<file path="src/rtl/systolic_output_deskew.sv">
// systolic_output_deskew
// Receive end of the systolic array result interface. Column c of the array
// produces its results one cycle after column c-1; this block buffers each
// column in a small FIFO and releases a full row once every active column has
// a sample waiting, so the unified buffer sees one aligned row per transfer.
//
// Ports:
//   clk, rst            clock, synchronous active-high reset
//   sys_data_in         WIDTH signed results, column c at [c*DATA_W +: DATA_W]
//   sys_valid_in        per-column result valid
//   col_size_in/_valid  number of active columns (0 -> 1, > WIDTH -> WIDTH)
//   row_count_in        rows expected in the job, latched by start_in
//   start_in            arms a job (honoured only when idle)
//   out_data/_valid     aligned row toward the unified buffer, inactive fields 0
//   out_ready           downstream accepts the row
//   out_row_idx         0-based index of the row currently on out_data
//   busy_out            job in progress
//   done_out            one-cycle pulse after the last row is accepted
//   overflow_out        sticky until next start: a sample hit a full FIFO
module systolic_output_deskew #(
  parameter int WIDTH  = 16,
  parameter int DATA_W = 32,
  parameter int DEPTH  = 4
) (
  input  logic                    clk,
  input  logic                    rst,
  input  logic [WIDTH*DATA_W-1:0] sys_data_in,
  input  logic [WIDTH-1:0]        sys_valid_in,
  input  logic [15:0]             col_size_in,
  input  logic                    col_size_valid_in,
  input  logic [15:0]             row_count_in,
  input  logic                    start_in,
  output logic [WIDTH*DATA_W-1:0] out_data,
  output logic                    out_valid,
  input  logic                    out_ready,
  output logic [15:0]             out_row_idx,
  output logic                    busy_out,
  output logic                    done_out,
  output logic                    overflow_out
);

  localparam int PTR_W = (DEPTH > 1) ? $clog2(DEPTH) : 1;
  localparam int CNT_W = PTR_W + 1;

  typedef enum logic [1:0] {IDLE, COLLECT, DONE} state_t;

  state_t      state, state_next;
  logic [15:0] col_size;
  logic [15:0] job_cols;
  logic [15:0] row_count;
  logic [15:0] row_idx;

  logic signed [DATA_W-1:0] mem [WIDTH][DEPTH];
  logic [PTR_W-1:0]         wr_ptr [WIDTH];
  logic [PTR_W-1:0]         rd_ptr [WIDTH];
  logic [CNT_W-1:0]         cnt    [WIDTH];

  logic [WIDTH-1:0] active, nonempty, full, push_req, push, pop;
  logic             all_ready, xfer, drop, last_row, start_job;

  // Requested column counts are clamped into 1..WIDTH.
  function automatic logic [15:0] clamp_cols(input logic [15:0] v);
    if (v == 16'd0)
      return 16'd1;
    else if (v > 16'(WIDTH))
      return 16'(WIDTH);
    else
      return v;
  endfunction

  always_comb begin
    active   = '0;
    nonempty = '0;
    full     = '0;
    push_req = '0;
    for (int c = 0; c < WIDTH; c++) begin
      active[c]   = (c < int'(job_cols));
      nonempty[c] = (cnt[c] != '0);
      full[c]     = (cnt[c] == CNT_W'(DEPTH));
      push_req[c] = (state == COLLECT) && sys_valid_in[c] && active[c];
    end
    // Inactive columns never block a row.
    all_ready = &(nonempty | ~active);
    out_valid = (state == COLLECT) && all_ready;
    xfer      = out_valid && out_ready;
    pop       = xfer ? active : '0;
    // A full FIFO still accepts a push in the cycle it is also popped.
    push      = push_req & (~full | pop);
    drop      = |(push_req & full & ~pop);
    last_row  = xfer && (row_idx == row_count - 16'd1);
    start_job = (state == IDLE) && start_in;
  end

  always_comb begin
    state_next = state;
    case (state)
      IDLE:    if (start_in) state_next = (row_count_in == 16'd0) ? DONE : COLLECT;
      COLLECT: if (last_row) state_next = DONE;
      DONE:    state_next = IDLE;
      default: state_next = IDLE;
    endcase
  end

  always_comb begin
    out_data = '0;
    for (int c = 0; c < WIDTH; c++) begin
      if (out_valid && active[c])
        out_data[c*DATA_W +: DATA_W] = mem[c][rd_ptr[c]];
    end
  end

  assign out_row_idx = row_idx;
  assign busy_out    = (state == COLLECT);
  assign done_out    = (state == DONE);

  // Control state: FSM, job registers, FIFO pointers and occupancy.
  always_ff @(posedge clk) begin
    if (rst) begin
      state        <= IDLE;
      col_size     <= 16'(WIDTH);
      job_cols     <= 16'(WIDTH);
      row_count    <= '0;
      row_idx      <= '0;
      overflow_out <= 1'b0;
      for (int c = 0; c < WIDTH; c++) begin
        wr_ptr[c] <= '0;
        rd_ptr[c] <= '0;
        cnt[c]    <= '0;
      end
    end else begin
      state <= state_next;
      if (col_size_valid_in)
        col_size <= clamp_cols(col_size_in);
      if (start_job) begin
        job_cols  <= col_size;
        row_count <= row_count_in;
        row_idx   <= '0;
      end else if (xfer) begin
        row_idx <= row_idx + 16'd1;
      end
      if (start_job)
        overflow_out <= 1'b0;
      else if (drop)
        overflow_out <= 1'b1;
      for (int c = 0; c < WIDTH; c++) begin
        // Leftover samples are discarded on the way into DONE.
        if (state_next == DONE) begin
          wr_ptr[c] <= '0;
          rd_ptr[c] <= '0;
          cnt[c]    <= '0;
        end else begin
          if (push[c]) wr_ptr[c] <= wr_ptr[c] + PTR_W'(1);
          if (pop[c])  rd_ptr[c] <= rd_ptr[c] + PTR_W'(1);
          cnt[c] <= cnt[c] + CNT_W'(push[c]) - CNT_W'(pop[c]);
        end
      end
    end
  end

  // Sample storage: data only, no reset.
  always_ff @(posedge clk) begin
    for (int c = 0; c < WIDTH; c++) begin
      if (push[c])
        mem[c][wr_ptr[c]] <= $signed(sys_data_in[c*DATA_W +: DATA_W]);
    end
  end

endmodule

</file>
<file path="config.mk">
export PLATFORM = sky130hd
export DESIGN_NAME = systolic_output_deskew
export DESIGN_NICKNAME = d
export VERILOG_FILES = /design/src/rtl/systolic_output_deskew.sv
export SDC_FILE = /design/constraint.sdc
export NUM_CORES = 2
export LEC_CHECK = 0
export CAP_MARGIN = 5
export CORE_MARGIN = 10
export CORE_UTILIZATION = 28
export DETAILED_ROUTE_END_ITERATION = 6
export SLEW_MARGIN = 20
export SYNTH_ARGS = -nofsm -noshare
export SYNTH_HDL_FRONTEND = slang
export SYNTH_SLANG_ARGS = --single-unit
export TNS_END_PERCENT = 50
</file>
<file path="constraint.sdc">
create_clock -name clk -period 8.9 [get_ports clk]
set_input_delay 1.78 -clock clk [delete_from_list [all_inputs] [get_ports clk]]
set_output_delay 1.78 -clock clk [all_outputs]
set_load 0.02 [all_outputs]
</file>
* Word-level counts from Yosys, hierarchy flattened *
Memory sizes are Yosys's and may differ from the RTL's.
Index checks and enable logic that the tools add are counted.
Widths: inputs -> output; s select.

word-level totals
  RAM bits = 2,160
  memories kept = 4
  register bits after elaboration = 67

memory list
  memory  words  width  read ports  clocked after memory_dff  write ports  line  RTL
  mem     16     128    16          0                         16           53    logic signed [DATA_W-1:0] mem [WIDTH][DEPTH];
  cnt     16     3      16          0                         16           56    logic [CNT_W-1:0] cnt [WIDTH];
  rd_ptr  16     2      16          0                         16           55    logic [PTR_W-1:0] rd_ptr [WIDTH];
  wr_ptr  16     2      16          0                         16           54    logic [PTR_W-1:0] wr_ptr [WIDTH];

operators by class
  $lt $le $gt $ge = 65
  eq/ne operators = 20
  reductions and logical operators = 90
  $add $sub $neg = 66
  bitwise operators = 136
  muxes and demuxes = 351

operators with widths
  kind                 count
  $mux 128             16
  $mux 32              64
  $bmux 32 s2          16
  $demux 32 s2         16
  $mux 1               136
  $mux 2               67
  $lt 4x16->1 const A  8
  $ge 3x3->1 const B   32
  $mux 3               32
  $not 2->3            32
  $or 1x1->1           96
  $logic_and 1x1->1    68
  $add 2x1->2 const B  32
  $lt 3x16->1 const A  4
  $add 3x1->3          16
  $and 16x16->16       3
  $eq 3x3->1 const B   16
  $lt 3x1->1 const B   16
  $mux 16              3
  $not 16->16          3
  $reduce_bool 3->1    16
  $sub 3x1->3          16
  $logic_not 16->1     2
  $lt 1x16->1 const A  2
  other kinds (13)     16

* Logic depth before layout (Yosys ltp) *
  depth after elaboration = 15
  depth in mapped cells = 20
  mapped depth without buffers = 15

* Least setup slack after synthesis *
Ideal clock, no wire load.

  path type = reg2out
  from = reg job_cols[15]
  to = out out_data[0]
  path buffers = 4
  stages on the path, launching flop included = 12
  arrival time = 3,161 ps
  setup slack = 3,959 ps
  path through = dfxtp_1 or4_1 clkbuf_1 nor4_4 nand2_2 a2111oi_2 nand3b_1 buf_2 nor2_4 buf_2 clkbuf_1 and3_1

on the way
  cells in the longest elaborated chain, start to end = 7
  elaborated cells between the ends (all ways) = 22

ends and longest elaborated chain
  item                                       line  RTL
  from (decl)                                49    logic [15:0] job_cols;
  from (signal assigned)                     121   job_cols <= 16'(WIDTH);
  from (signal assigned)                     135   job_cols <= col_size;
  $lt 1x16->1, or another cell as far along  77    active[c] = (c < int'(job_cols));
  $not 16->16                                83    all_ready = &(nonempty | ~active);
  $or 16x16->16                              83
  $reduce_and 16->1                          83
  $logic_and 1x1->1                          84    out_valid = (state == COLLECT) && all_ready;
  $logic_and 1x1->1 *                        107   if (out_valid && active[c])
  $mux 32 *                                  107
  to (decl)                                  33    output logic [WIDTH*DATA_W-1:0] out_data,

Mark *: on every way between the ends. The rest lies on a longest branch, timed or not.

* Worst setup path after layout *
  from = reg job_cols[9]
  to = out out_data[245]

Same word-level chain as after synthesis.

==> metrics.yaml <==
status:
  outcome: "finished clean"
clock_network:
  cts_hold_buf: 0
  root_buffer: "clkbuf_16"
  cts_buffers: 238
  cts_setup_buffers: 0
  cts_max_path_buffers: 4
  clkTransAtPathRegs_ns: 0.06
  cts_tree: "built"
  post_cts_resized: 0
  cts_max_level: 4
  clock_latency_ns: 0.87
  cts.sinks: 2227
setup_path:
  critPathSlowestCell: "or4_1"
  cp_max_fo: 175
  critPathArrivalTime_ns: 6.25
  crit_type: "register to primary output"
  crit_required_ns: 7.12
  worst-path-buf-inv: 3
  cp_top_family: "simple AND/OR/NAND/NOR gates"
  cp_slowest_stage_delay_ns: 0.72
  end_kind: "primary output"
  cp-start-kind: "register"
  path_cells: "or4_1, nor4_4, nand2_2, a2111oi_2, nand3b_1, nor2_4, buf_12, buf_16, and3_1, clkdlybuf4s50_1"
route:
  drc_errors: 0
  postRouteWirelength_um: 269000
  wl_per_cell_um: 26.56
  drt_first_pass_iters: 5
  drtIter0Drc: 4174
  ant_nets: 0
  vias: 48287
  vias_per_cell: 4.768
final_layout:
  syn2layout_area_growth_pct: 27.26
  regArea_um2: 66200
  fillers: 29197
  layout-drive-gt1-share_pct: 17.73
  multi_input_area_um2: 20870
  nets: 6399
  fin_util_pct: 35.74
timing:
  slew_violations: 0
  clock_skew_ns: 0.07592
  tns_ns: 0
  hold_viol: 0
  rsz0062_at_grt: "no"
  setup_viol: 0
  worst_pin_slew_ns: 1.079
  layout_min_cycle_time_ns: 8.026
  period_share_pct: 90.18
  slew_headroom_pct: 28.10
  fmax_ghz: 0.1246
pwr:
  p_int_w: 0.01795
  power.density_nw_per_um2: 204.2
  pwr-share-seq_pct: 51.4
  switching_share_pct: 21.86
  comb_power_share_pct: 6.3
  p_switching_w: 0.005022
  power_frac_clock_pct: 42.3
  p_leak_nw: 37.87
  vdd_ir_drop_max_mv: 0.1896
global_route:
  overflow: 0
  grt_first_pass_wirelength_um: 377400
  gr-usage-all-layers_pct: 15.17
  grt_antenna_before_repair: 127
  grt_pass1_vias: 49192
  grt_max_degree: 196
die:
  ios: 1097
  die_area_um2: 338600
  row_count: 206
  die_x_um: 581.9
  die_h_um: 581.9
  start_util_pct: 28.09
  placeableCoreArea_um2: 314700
placement:
  dp_hpwl_um: 185700
  gp_congestion: 0.8079
  portBuffers: 1096
yosys:
  ys.flop_type: "edfxtp_1"
  synth_seq_area_share_pct: 74.90
  synth_cell_types: 70
  synth_seq_cells: 2227
  synth-edff-count: 2160
  yosys_warnings: 0
  synth_area_um2: 88390
  netlist_instances: 4508
  avgSynthCellArea_um2: 19.61
  synth-async-reset-ratio_pct: 0
flow_run:
  maxCapViolCount: 0
worst_hold_path:
  hp-class: "register to register"
-- per-layer routing --
metal  share of wire, %  GRT usage (%)  vias up
met4                2.4          3.551       82
met1                 41          19.59    25201
met2                 48          24.95     1936
met3                9.0          4.797      433
li1                   -              -    20635
met5               0.19              0        -
-- power groups by stage --
stage               clock network [W]  logic [W]  registers (W)
floorplan                           0   0.000677         0.0120
global placement                    0    0.00143         0.0120
detailed placement                  0    0.00146         0.0120
CTS                            0.0100    0.00147         0.0118
global route                   0.0104    0.00155         0.0118
finish                        0.00973    0.00144         0.0118
-- final timing paths --
path | startpoint | to | slack, ns | cells after the start
setup / recovery | job_cols[9] | out_data[245] | 0.87 | 10
hold / removal | col_size[14] | job_cols[14] | 0.45 | 2
setup reg to reg | job_cols[9] | cnt[1][2] | 2.80 | 17
hold reg to reg | col_size[14] | job_cols[14] | 0.45 | 2
-- placed cells by master (no fill, tap or decap), types with 7 or more instances in the layout --
| cell type | synthesis | final |
|---|---|---|
| mux4_2 | 512 | 512 |
| clkinv_1 | 0 | 50 |
| buf_12 | 0 | 7 |
| bufinv_16 | 0 | 21 |
| nor2_1 | 58 | 56 |
| o21ai_1 | 15 | 14 |
| xnor2_1 | 64 | 64 |
| nor4_1 | 41 | 37 |
| ha_1 | 98 | 98 |
| inv_6 | 0 | 7 |
| clkbuf_1 | 267 | 42 |
| conb_1 | 1 | 48 |
| nand2b_1 | 12 | 11 |
| o211ai_1 | 9 | 9 |
| xor2_1 | 10 | 10 |
| and3_1 | 541 | 541 |
| clkinv_2 | 0 | 38 |
| inv_1 | 129 | 129 |
| o21ai_0 | 12 | 11 |
| clkinvlp_4 | 0 | 15 |
| nand3_1 | 20 | 19 |
| edfxtp_1 | 2160 | 2160 |
| dfxtp_1 | 67 | 67 |
| or3_1 | 8 | 8 |
| clkbuf_16 | 0 | 240 |
| clkdlybuf4s50_1 | 0 | 1067 |
| buf_4 | 3 | 139 |
| and2_1 | 118 | 102 |
| a21oi_1 | 49 | 49 |
| diode_2 | 0 | 51 |
| nand4_1 | 13 | 13 |
| nand2_1 | 127 | 125 |
| or4_1 | 8 | 8 |
| clkinv_4 | 0 | 11 |
| and2_2 | 0 | 16 |
| nor3_1 | 52 | 52 |
| fa_1 | 16 | 16 |
-- tightest hold or removal path: stages (launching register included) --
cell	delay (ns)
dfxtp_1	0.31
nand2_1	0.06
a21oi_1	0.05
-- through the flow --
step / area [um2] / cells / power [W] / worst slack [ns] / hold slack [ns]
2_1_floorplan: 88570 / 4555 / 0.01269 / 3.959 / 0.4273
3_3_place_gp: 104600 / 9639 / 0.01344 / 2.123 / 0.4441
3_5_place_dp: 104600 / 9639 / 0.01349 / 1.949 / 0.4439
4_1_cts: 112300 / 10076 / 0.02330 / 0.9416 / 0.4569
5_1_grt: 112400 / 10093 / 0.02381 / 0.6626 / 0.4774
6_report: 112500 / 10128 / 0.02297 / 0.8736 / 0.4532
-- state kept, by name, summed over array words and instances (netlist names) --
register      count
cnt              48
col_size         16
job_cols         16
mem            2048
out_row_idx      16
overflow_out      1
rd_ptr           32
row_count        16
state             2
wr_ptr           32
-- cell usage after synthesis, drive strengths merged, types with 23 or more instances --
cell	number	share of area [%]
inv	129	0.55
and2	118	0.84
and3	541	3.8
nor4	43	0.34
edfxtp	2160	73
nand2	128	0.55
dfxtp	67	1.5
buf	23	0.14
nor2	59	0.26
ha	98	1.4
mux4	512	13
xnor2	64	0.63
a21oi	49	0.28
o21ai	27	0.15
nor3	52	0.29
clkbuf	267	1.1
-- final cells by class --
cell class,instances,area share (%)
well taps,4160,4.627
multi-input cells,1909,18.56
diodes,51,0.1135
clock inverters,151,1.314
flip-flops and latches,2227,58.85
repair buffers,1215,10.58
clock buffers,286,5.528
inverters,129,0.4305
-- kinds of logic (layout without fill, tap and decap cells) --
logic type / after synthesis / count (layout) / share of synthesized area, %
adders and majority gates: 115 / 115 / 1.761
and+or+nand+nor: 1026 / 1026 / 6.726
buffers and inverters: 419 / 1781 / 1.817
DFF: 2227 / 2227 / 74.90
AOI/OAI and AO/OA: 129 / 129 / 0.9583
xor gates and xnor gates: 74 / 74 / 0.7332
other: 1 / 99 / 0.004242
muxes: 517 / 517 / 13.10
Power figures use the tool's default switching activity.
